## config.mk

```make
export PLATFORM = sky130hd
export DESIGN_NAME = nco_sweep_ctrl
export DESIGN_NICKNAME = d
export VERILOG_FILES = /design/src/rtl/nco_sweep_ctrl.sv
export SDC_FILE = /design/constraint.sdc
export NUM_CORES = 1
export LEC_CHECK = 0
export CAP_MARGIN = 5
export CELL_PAD_IN_SITES_DETAIL_PLACEMENT = 1
export CELL_PAD_IN_SITES_GLOBAL_PLACEMENT = 1
export CORE_MARGIN = 2
export CORE_UTILIZATION = 40
export CTS_BUF_LIST = sky130_fd_sc_hd__clkbuf_4
export CTS_CLUSTER_SIZE = 40
export DETAILED_ROUTE_END_ITERATION = 8
export PLACE_DENSITY_LB_ADDON = 0.1
export SLEW_MARGIN = 0
export SYNTH_ARGS = -nofsm -noshare
export SYNTH_HDL_FRONTEND = slang
export SYNTH_SLANG_ARGS = --single-unit
```

## constraint.sdc

```tcl
create_clock -name clk -period 4.9 [get_ports clk]
set_clock_uncertainty 0.1 [all_clocks]
set_input_delay 0.98 -clock clk [delete_from_list [all_inputs] [get_ports clk]]
set_output_delay 0.98 -clock clk [all_outputs]
set_load 0.01 [all_outputs]
```

## src/rtl/nco_sweep_ctrl.sv

```systemverilog
// rtl/nco_sweep_ctrl.sv - frequency-sweep sequencer driving the NCO tuning word
module nco_sweep_ctrl #(
  parameter int ACCUM_WIDTH = 32,
  parameter int DWELL_WIDTH = 24
) (
  input  logic                   clk,
  input  logic                   rst,
  input  logic                   START,
  input  logic                   ABORT,
  input  logic                   MODE,
  input  logic [ACCUM_WIDTH-1:0] START_WORD,
  input  logic [ACCUM_WIDTH-1:0] STOP_WORD,
  input  logic [ACCUM_WIDTH-1:0] STEP_WORD,
  input  logic [DWELL_WIDTH-1:0] DWELL,
  output logic [ACCUM_WIDTH-1:0] FREQ_WORD,
  output logic                   FREQ_VALID,
  output logic                   BUSY,
  output logic                   DONE
);

  typedef enum logic [1:0] {
    S_IDLE  = 2'd0,
    S_DWELL = 2'd1,
    S_STEP  = 2'd2
  } state_t;

  state_t state, state_nxt;

  logic [ACCUM_WIDTH-1:0] start_r, start_nxt;
  logic [ACCUM_WIDTH-1:0] stop_r, stop_nxt;
  logic [ACCUM_WIDTH-1:0] step_r, step_nxt;
  logic [DWELL_WIDTH-1:0] dwell_m1_r, dwell_m1_nxt;
  logic [DWELL_WIDTH-1:0] cnt_r, cnt_nxt;
  logic                   mode_r, mode_nxt;
  logic                   up_r, up_nxt;
  logic                   single_r, single_nxt;

  logic [ACCUM_WIDTH-1:0] freq_word_nxt;
  logic                   freq_valid_nxt;
  logic                   busy_nxt;
  logic                   done_nxt;

  // A zero step can never reach a distinct stop word, so the sweep collapses onto its start word.
  logic [ACCUM_WIDTH-1:0] stop_eff;
  logic [DWELL_WIDTH-1:0] dwell_m1_in;

  assign stop_eff    = (STEP_WORD == '0) ? START_WORD : STOP_WORD;
  assign dwell_m1_in = (DWELL == '0) ? '0 : DWELL - DWELL_WIDTH'(1);

  // Next word is formed one bit wider so carry-out and borrow both force a clamp to the stop word.
  logic [ACCUM_WIDTH:0]   sum_ext;
  logic [ACCUM_WIDTH:0]   diff_ext;
  logic [ACCUM_WIDTH-1:0] next_word;

  assign sum_ext  = {1'b0, FREQ_WORD} + {1'b0, step_r};
  assign diff_ext = {1'b0, FREQ_WORD} - {1'b0, step_r};

  always_comb begin
    next_word = '0;
    if (up_r) begin
      if (sum_ext > {1'b0, stop_r}) next_word = stop_r;
      else                          next_word = sum_ext[ACCUM_WIDTH-1:0];
    end else begin
      if (diff_ext[ACCUM_WIDTH] || (diff_ext[ACCUM_WIDTH-1:0] < stop_r)) next_word = stop_r;
      else                                                               next_word = diff_ext[ACCUM_WIDTH-1:0];
    end
  end

  always_comb begin
    state_nxt      = state;
    start_nxt      = start_r;
    stop_nxt       = stop_r;
    step_nxt       = step_r;
    dwell_m1_nxt   = dwell_m1_r;
    cnt_nxt        = cnt_r;
    mode_nxt       = mode_r;
    up_nxt         = up_r;
    single_nxt     = single_r;
    freq_word_nxt  = FREQ_WORD;
    freq_valid_nxt = 1'b0;
    busy_nxt       = BUSY;
    done_nxt       = 1'b0;

    case (state)
      S_IDLE: begin
        busy_nxt = 1'b0;
        if (START && !ABORT) begin
          start_nxt      = START_WORD;
          stop_nxt       = stop_eff;
          step_nxt       = STEP_WORD;
          dwell_m1_nxt   = dwell_m1_in;
          mode_nxt       = MODE;
          up_nxt         = (stop_eff >= START_WORD);
          single_nxt     = (stop_eff == START_WORD);
          cnt_nxt        = dwell_m1_in;
          freq_word_nxt  = START_WORD;
          freq_valid_nxt = 1'b1;
          busy_nxt       = 1'b1;
          state_nxt      = S_DWELL;
        end
      end

      S_DWELL: begin
        if (ABORT) begin
          busy_nxt  = 1'b0;
          state_nxt = S_IDLE;
        end else if (cnt_r != '0) begin
          cnt_nxt = cnt_r - DWELL_WIDTH'(1);
        end else if (FREQ_WORD == stop_r) begin
          if (!mode_r) begin
            done_nxt  = 1'b1;
            busy_nxt  = 1'b0;
            state_nxt = S_IDLE;
          end else if (single_r) begin
            // One-word continuous sweep re-issues the word through STEP, giving a dwell+1 period.
            state_nxt = S_STEP;
          end else begin
            freq_word_nxt  = start_r;
            freq_valid_nxt = 1'b1;
            cnt_nxt        = dwell_m1_r;
          end
        end else begin
          state_nxt = S_STEP;
        end
      end

      S_STEP: begin
        if (ABORT) begin
          busy_nxt  = 1'b0;
          state_nxt = S_IDLE;
        end else begin
          freq_word_nxt  = next_word;
          freq_valid_nxt = 1'b1;
          cnt_nxt        = dwell_m1_r;
          state_nxt      = S_DWELL;
        end
      end

      default: begin
        busy_nxt  = 1'b0;
        state_nxt = S_IDLE;
      end
    endcase
  end

  always_ff @(posedge clk) begin
    if (rst) begin
      state      <= S_IDLE;
      start_r    <= '0;
      stop_r     <= '0;
      step_r     <= '0;
      dwell_m1_r <= '0;
      cnt_r      <= '0;
      mode_r     <= 1'b0;
      up_r       <= 1'b0;
      single_r   <= 1'b0;
      FREQ_WORD  <= '0;
      FREQ_VALID <= 1'b0;
      BUSY       <= 1'b0;
      DONE       <= 1'b0;
    end else begin
      state      <= state_nxt;
      start_r    <= start_nxt;
      stop_r     <= stop_nxt;
      step_r     <= step_nxt;
      dwell_m1_r <= dwell_m1_nxt;
      cnt_r      <= cnt_nxt;
      mode_r     <= mode_nxt;
      up_r       <= up_nxt;
      single_r   <= single_nxt;
      FREQ_WORD  <= freq_word_nxt;
      FREQ_VALID <= freq_valid_nxt;
      BUSY       <= busy_nxt;
      DONE       <= done_nxt;
    end
  end

endmodule

```

==> results.txt <==
The synthesized design contains 0 enable-type register cells. During I/O placement, the number of pins put on the boundary was 160. Entering global routing, the biggest net connects 92 pins. For the final routed database, the setup TNS stands at -9990 ps. Clock-pin slew was measured on the worst setup and hold paths at 200 ps. The slowest stage of the critical path belongs to the cell sky130_fd_sc_hd__o41a_1. In the final routed layout, each cell accounts on average for 22.5 microns. The tightest slew margin relative to the limit came out at 34.4%. The total of max-cap violations is 0.

The final weighted congestion of routability-driven global placement came out at 0.959. The largest single stage delay on the critical path is 550 ps. The TritonCTS buffer count is 17. For flop-to-flop paths, the worst setup slack is -430 ps. In the layout the commonest cells are sky130_fd_sc_hd__buf_4, sky130_fd_sc_hd__nand2_1, sky130_fd_sc_hd__a21oi_1, sky130_fd_sc_hd__nor2_1, sky130_fd_sc_hd__dfxtp_1. The post-detailed-placement cell area is 0.0202 sq mm. The share of post-route cells with drive strength above 1 is 21.9%. The number of I/O port buffers came out at 159.

The maximum net fanout on the critical path is 3. The final setup violation count is 32. The total area inside the core boundary comes to 0.0389 sq mm. For this run, the detailed router's first-pass iteration total came to 5.

The proportion of synthesized chip area in sequential cells is 23.2%. The power per cell area came out at 560 mW/mm^2. The mean instance size in the synthesized netlist came out at 7.35 sq um. STA classifies the critical path endpoint as a flip-flop. The synthesized instance count is 2160. The worst hold path was traced through 2 stages. The number of gates on the worst path with buffers counted came out at 22. After synthesis, the cell types taking the most area are sky130_fd_sc_hd__dfxtp_1, sky130_fd_sc_hd__ha_1, sky130_fd_sc_hd__a21oi_1. The number of cells on the worst reg-to-reg path is 22. The async set or reset register ratio after synthesis is 0%. The wire length of the first global-routing pass came out at 106000 microns. The flow ran to the end, but the final reports show violations.

The largest delay contributor family on the critical path is compound AO/OA/AOI/OAI gates. The number of failing hold endpoints at the final stage came to 0. The DRC violations left is 0. The count of routing violations after the opening detailed-route iteration is 1312.

The data required time at the worst endpoint came out at 5530 ps. The number of clock sinks came out at 184. The overall global routing resource usage is 33.2%.

The clock latency reported for the late side of the worst-skew pair is 790 ps. Summed over all layers, the global routing overflow is 0. The via count of the first global-routing pass was 18200. The area overhead of the layout relative to synthesis came out at 35.3%. The utilization of the core after routing is 55.2%. The checks that failed: setup timing. The worst hold path terminates at start_r[17]. The number of antenna-violating nets in the routed design came out at 0. The worst hold path begins at start_r[17]. The detailed-route vias per instance came out at 5.79. The endpoint of the worst-slack reg-to-reg timing path is FREQ_WORD[0].

The layout filler cell count is 4896. The post-layout net count is 2862. The maximum VDD drop came out at 0.372 mV.

The site row count came out at 72. The total die area is 0.0413 sq mm. The Yosys step of the flow raised 0 warnings. The setup slack after placement came out at -700 ps.

The beginning of the worst register-to-register path is FREQ_WORD[8]. The post-route standard cell area excluding fillers came out at 0.0215 sq mm. The post-synthesis register bit count came out at 184. The max-slew violation count came out at 0. Setup repair after global routing could not meet its margin everywhere. In the synthesized netlist the dominant register cell turns out to be sky130_fd_sc_hd__dfxtp_1.

The critical path's most frequent cell is sky130_fd_sc_hd__ha_1. The critical path goes through ha_1 -> inv_1 -> buf_4 -> a21oi_1 -> o311ai_2 -> a31oi_4 -> o41a_1 -> o221ai_2 -> a41o_1 -> xnor2_1 -> ha_1 -> nand4_1 -> or3_4 -> nor4_4 -> o41ai_2 -> o211a_1 -> o221ai_4 -> buf_6 -> nor2_4 -> a31o_2 -> a211o_1 -> a211oi_2. The H-tree depth reported by CTS is 4.

The most common cell after layout, fill and taps aside is sky130_fd_sc_hd__buf_4. The width of the die is 203 microns. The detailed router placed 18000 vias in this run. The count of cell types in the netlist is 79.

The min-delay analysis places its worst path in the category flip-flop to flip-flop. The leakage power figure is 9.04 nW. The maximum buffer depth of the clock tree is 2. The CTS tree is done. In this run the clock root is driven by a sky130_fd_sc_hd__clkbuf_4. The post-synth net total came out at 2452. The overall die height came out at 203 microns.

Of the post-synthesis cell area, the dominant cell type holds 23.2%. The initial core utilization is 40.8%. The time the worst path needs with I/O delays and setup came out at 5330 ps. The slew at the pin closest to its max-slew limit is 984 ps.

Across all hold checks on the routed design, the worst slack comes to 363 ps. The cell type with the highest aggregate area in the netlist is sky130_fd_sc_hd__dfxtp_1. The kind of start point of the critical path is a flip-flop. The smallest setup slack after layout came out at -428 ps.

The number of buffers and inverters on the critical path is 3. The post-route clock period utilization came out at 109%. The critical path arrival came out at 5950 ps.

The post-synthesis instance area is 0.0159 sq mm. The total detailed-routing wirelength came out at 69800 microns. The number of antenna violations at the first check in global routing is 2. The maximum clock rate came out at 188 MHz. The critical path is of the flip-flop to flip-flop type. The wire-length estimate of the detail-placed layout is 53600 microns.
[sequential cells by signal, summed over array words and instances, names as in the netlist, 2 cells and up]
register    count
FREQ_WORD      32
start_r        32
step_r         32
stop_r         32
cnt_r          24
dwell_m1_r     24
state           2
[through the flow]
stage / power, mW / instances
6_report: 12.0 / 3103
4_1_cts: 10.9 / 3073
3_3_place_gp: 9.43 / 3035
5_1_grt: 12.8 / 3103
2_1_floorplan: 6.08 / 2160
3_5_place_dp: 9.65 / 3035
[worst max-delay path by stage]
stage | from | endpoint | slack [ps]
2_1_floorplan | FREQ_WORD[0] | FREQ_WORD[29] | 8
3_3_place_gp | FREQ_WORD[2] | FREQ_WORD[15] | -510
3_5_place_dp | FREQ_WORD[1] | FREQ_WORD[4] | -700
4_1_cts | FREQ_WORD[0] | FREQ_WORD[8] | -300
5_1_grt | FREQ_WORD[0] | FREQ_WORD[0] | -620
6_report | FREQ_WORD[8] | FREQ_WORD[0] | -430
[synthesized netlist by cell type (13+ instances only)]
master,n
sky130_fd_sc_hd__and3_1,23
sky130_fd_sc_hd__nor3_1,47
sky130_fd_sc_hd__nand4_1,32
sky130_fd_sc_hd__nor2b_1,14
sky130_fd_sc_hd__a31oi_1,17
sky130_fd_sc_hd__o21a_1,23
sky130_fd_sc_hd__xor2_1,34
sky130_fd_sc_hd__buf_2,17
sky130_fd_sc_hd__clkbuf_1,102
sky130_fd_sc_hd__nor2_1,215
sky130_fd_sc_hd__nand2b_1,14
sky130_fd_sc_hd__nor4_1,31
sky130_fd_sc_hd__nand3_1,52
sky130_fd_sc_hd__o211ai_1,34
sky130_fd_sc_hd__xnor2_1,89
sky130_fd_sc_hd__o21ai_0,80
sky130_fd_sc_hd__dfxtp_1,184
sky130_fd_sc_hd__mux2_2,34
sky130_fd_sc_hd__a21oi_1,241
sky130_fd_sc_hd__a211oi_1,57
sky130_fd_sc_hd__ha_1,165
sky130_fd_sc_hd__or3_1,13
sky130_fd_sc_hd__a21o_1,47
sky130_fd_sc_hd__nand2_1,260
sky130_fd_sc_hd__a221oi_1,25
sky130_fd_sc_hd__inv_1,143
[kinds of logic after synthesis]
| group | after synthesis | synth area share, % |
|---|---|---|
| AND/OR/NAND/NOR | 740 | 21.5 |
| AO/OA/AOI/OAI | 624 | 25.5 |
| buffers and inverters | 278 | 6.73 |
| flip-flops | 184 | 23.2 |
| adder cells (fa/ha/maj) | 167 | 13.3 |
| XOR/XNOR | 123 | 6.79 |
| multiplexers | 44 | 3.04 |
[final cells by class]
| type | count | area (sq um) | area share, % |
|---|---|---|---|
| repair buffers | 523 | 4490 | 20.9 |
| clock buffers | 17 | 128 | 0.594 |
| diodes | 3 | 7.51 | 0.0350 |
| well taps | 518 | 648 | 3.02 |
| inverters | 146 | 548 | 2.55 |
| multi-input cells | 1698 | 11800 | 55.0 |
| flip-flops and latches | 184 | 3700 | 17.2 |
| clock inverters | 14 | 140 | 0.653 |
[power breakdown]
group / internal (mW) / switching [mW] / total [mW]
Clock: 0.262 / 0.677 / 0.939
Combinational: 4.14 / 5.02 / 9.16
Sequential: 1.71 / 0.228 / 1.93
Total: 6.10 / 5.93 / 12.0
[worst reg2reg max path, stage by stage (launching register included)]
cell and delay, ps:
sky130_fd_sc_hd__dfxtp_2 390, sky130_fd_sc_hd__ha_1 330, sky130_fd_sc_hd__inv_1 100, sky130_fd_sc_hd__buf_4 130
sky130_fd_sc_hd__a21oi_1 90, sky130_fd_sc_hd__o311ai_2 350, sky130_fd_sc_hd__a31oi_4 70, sky130_fd_sc_hd__o41a_1 550
sky130_fd_sc_hd__o221ai_2 200, sky130_fd_sc_hd__a41o_1 260, sky130_fd_sc_hd__xnor2_1 110, sky130_fd_sc_hd__ha_1 330
sky130_fd_sc_hd__nand4_1 140, sky130_fd_sc_hd__or3_4 400, sky130_fd_sc_hd__nor4_4 180, sky130_fd_sc_hd__o41ai_2 140
sky130_fd_sc_hd__o211a_1 190, sky130_fd_sc_hd__o221ai_4 250, sky130_fd_sc_hd__buf_6 170, sky130_fd_sc_hd__nor2_4 40
sky130_fd_sc_hd__a31o_2 230, sky130_fd_sc_hd__a211o_1 330, sky130_fd_sc_hd__a211oi_2 210
[timing repair]
action	in CTS	in global routing
setup endpoints to repair	32	32
pin swaps	34	60
hold buffers	0	0
gates cloned	0	3
resized for setup	57	122
buffers inserted	7	25
[metal layers]
layer,GRT usage (%),vias to the layer above,routed length [microns]
li1,-,8505,-
met1,44.6,8855,31300
met2,54.3,501,32500
met3,5.02,103,3890
met4,11.2,0,2170
met5,0,-,0
No activity file was read; power rests on OpenSTA's default activity.
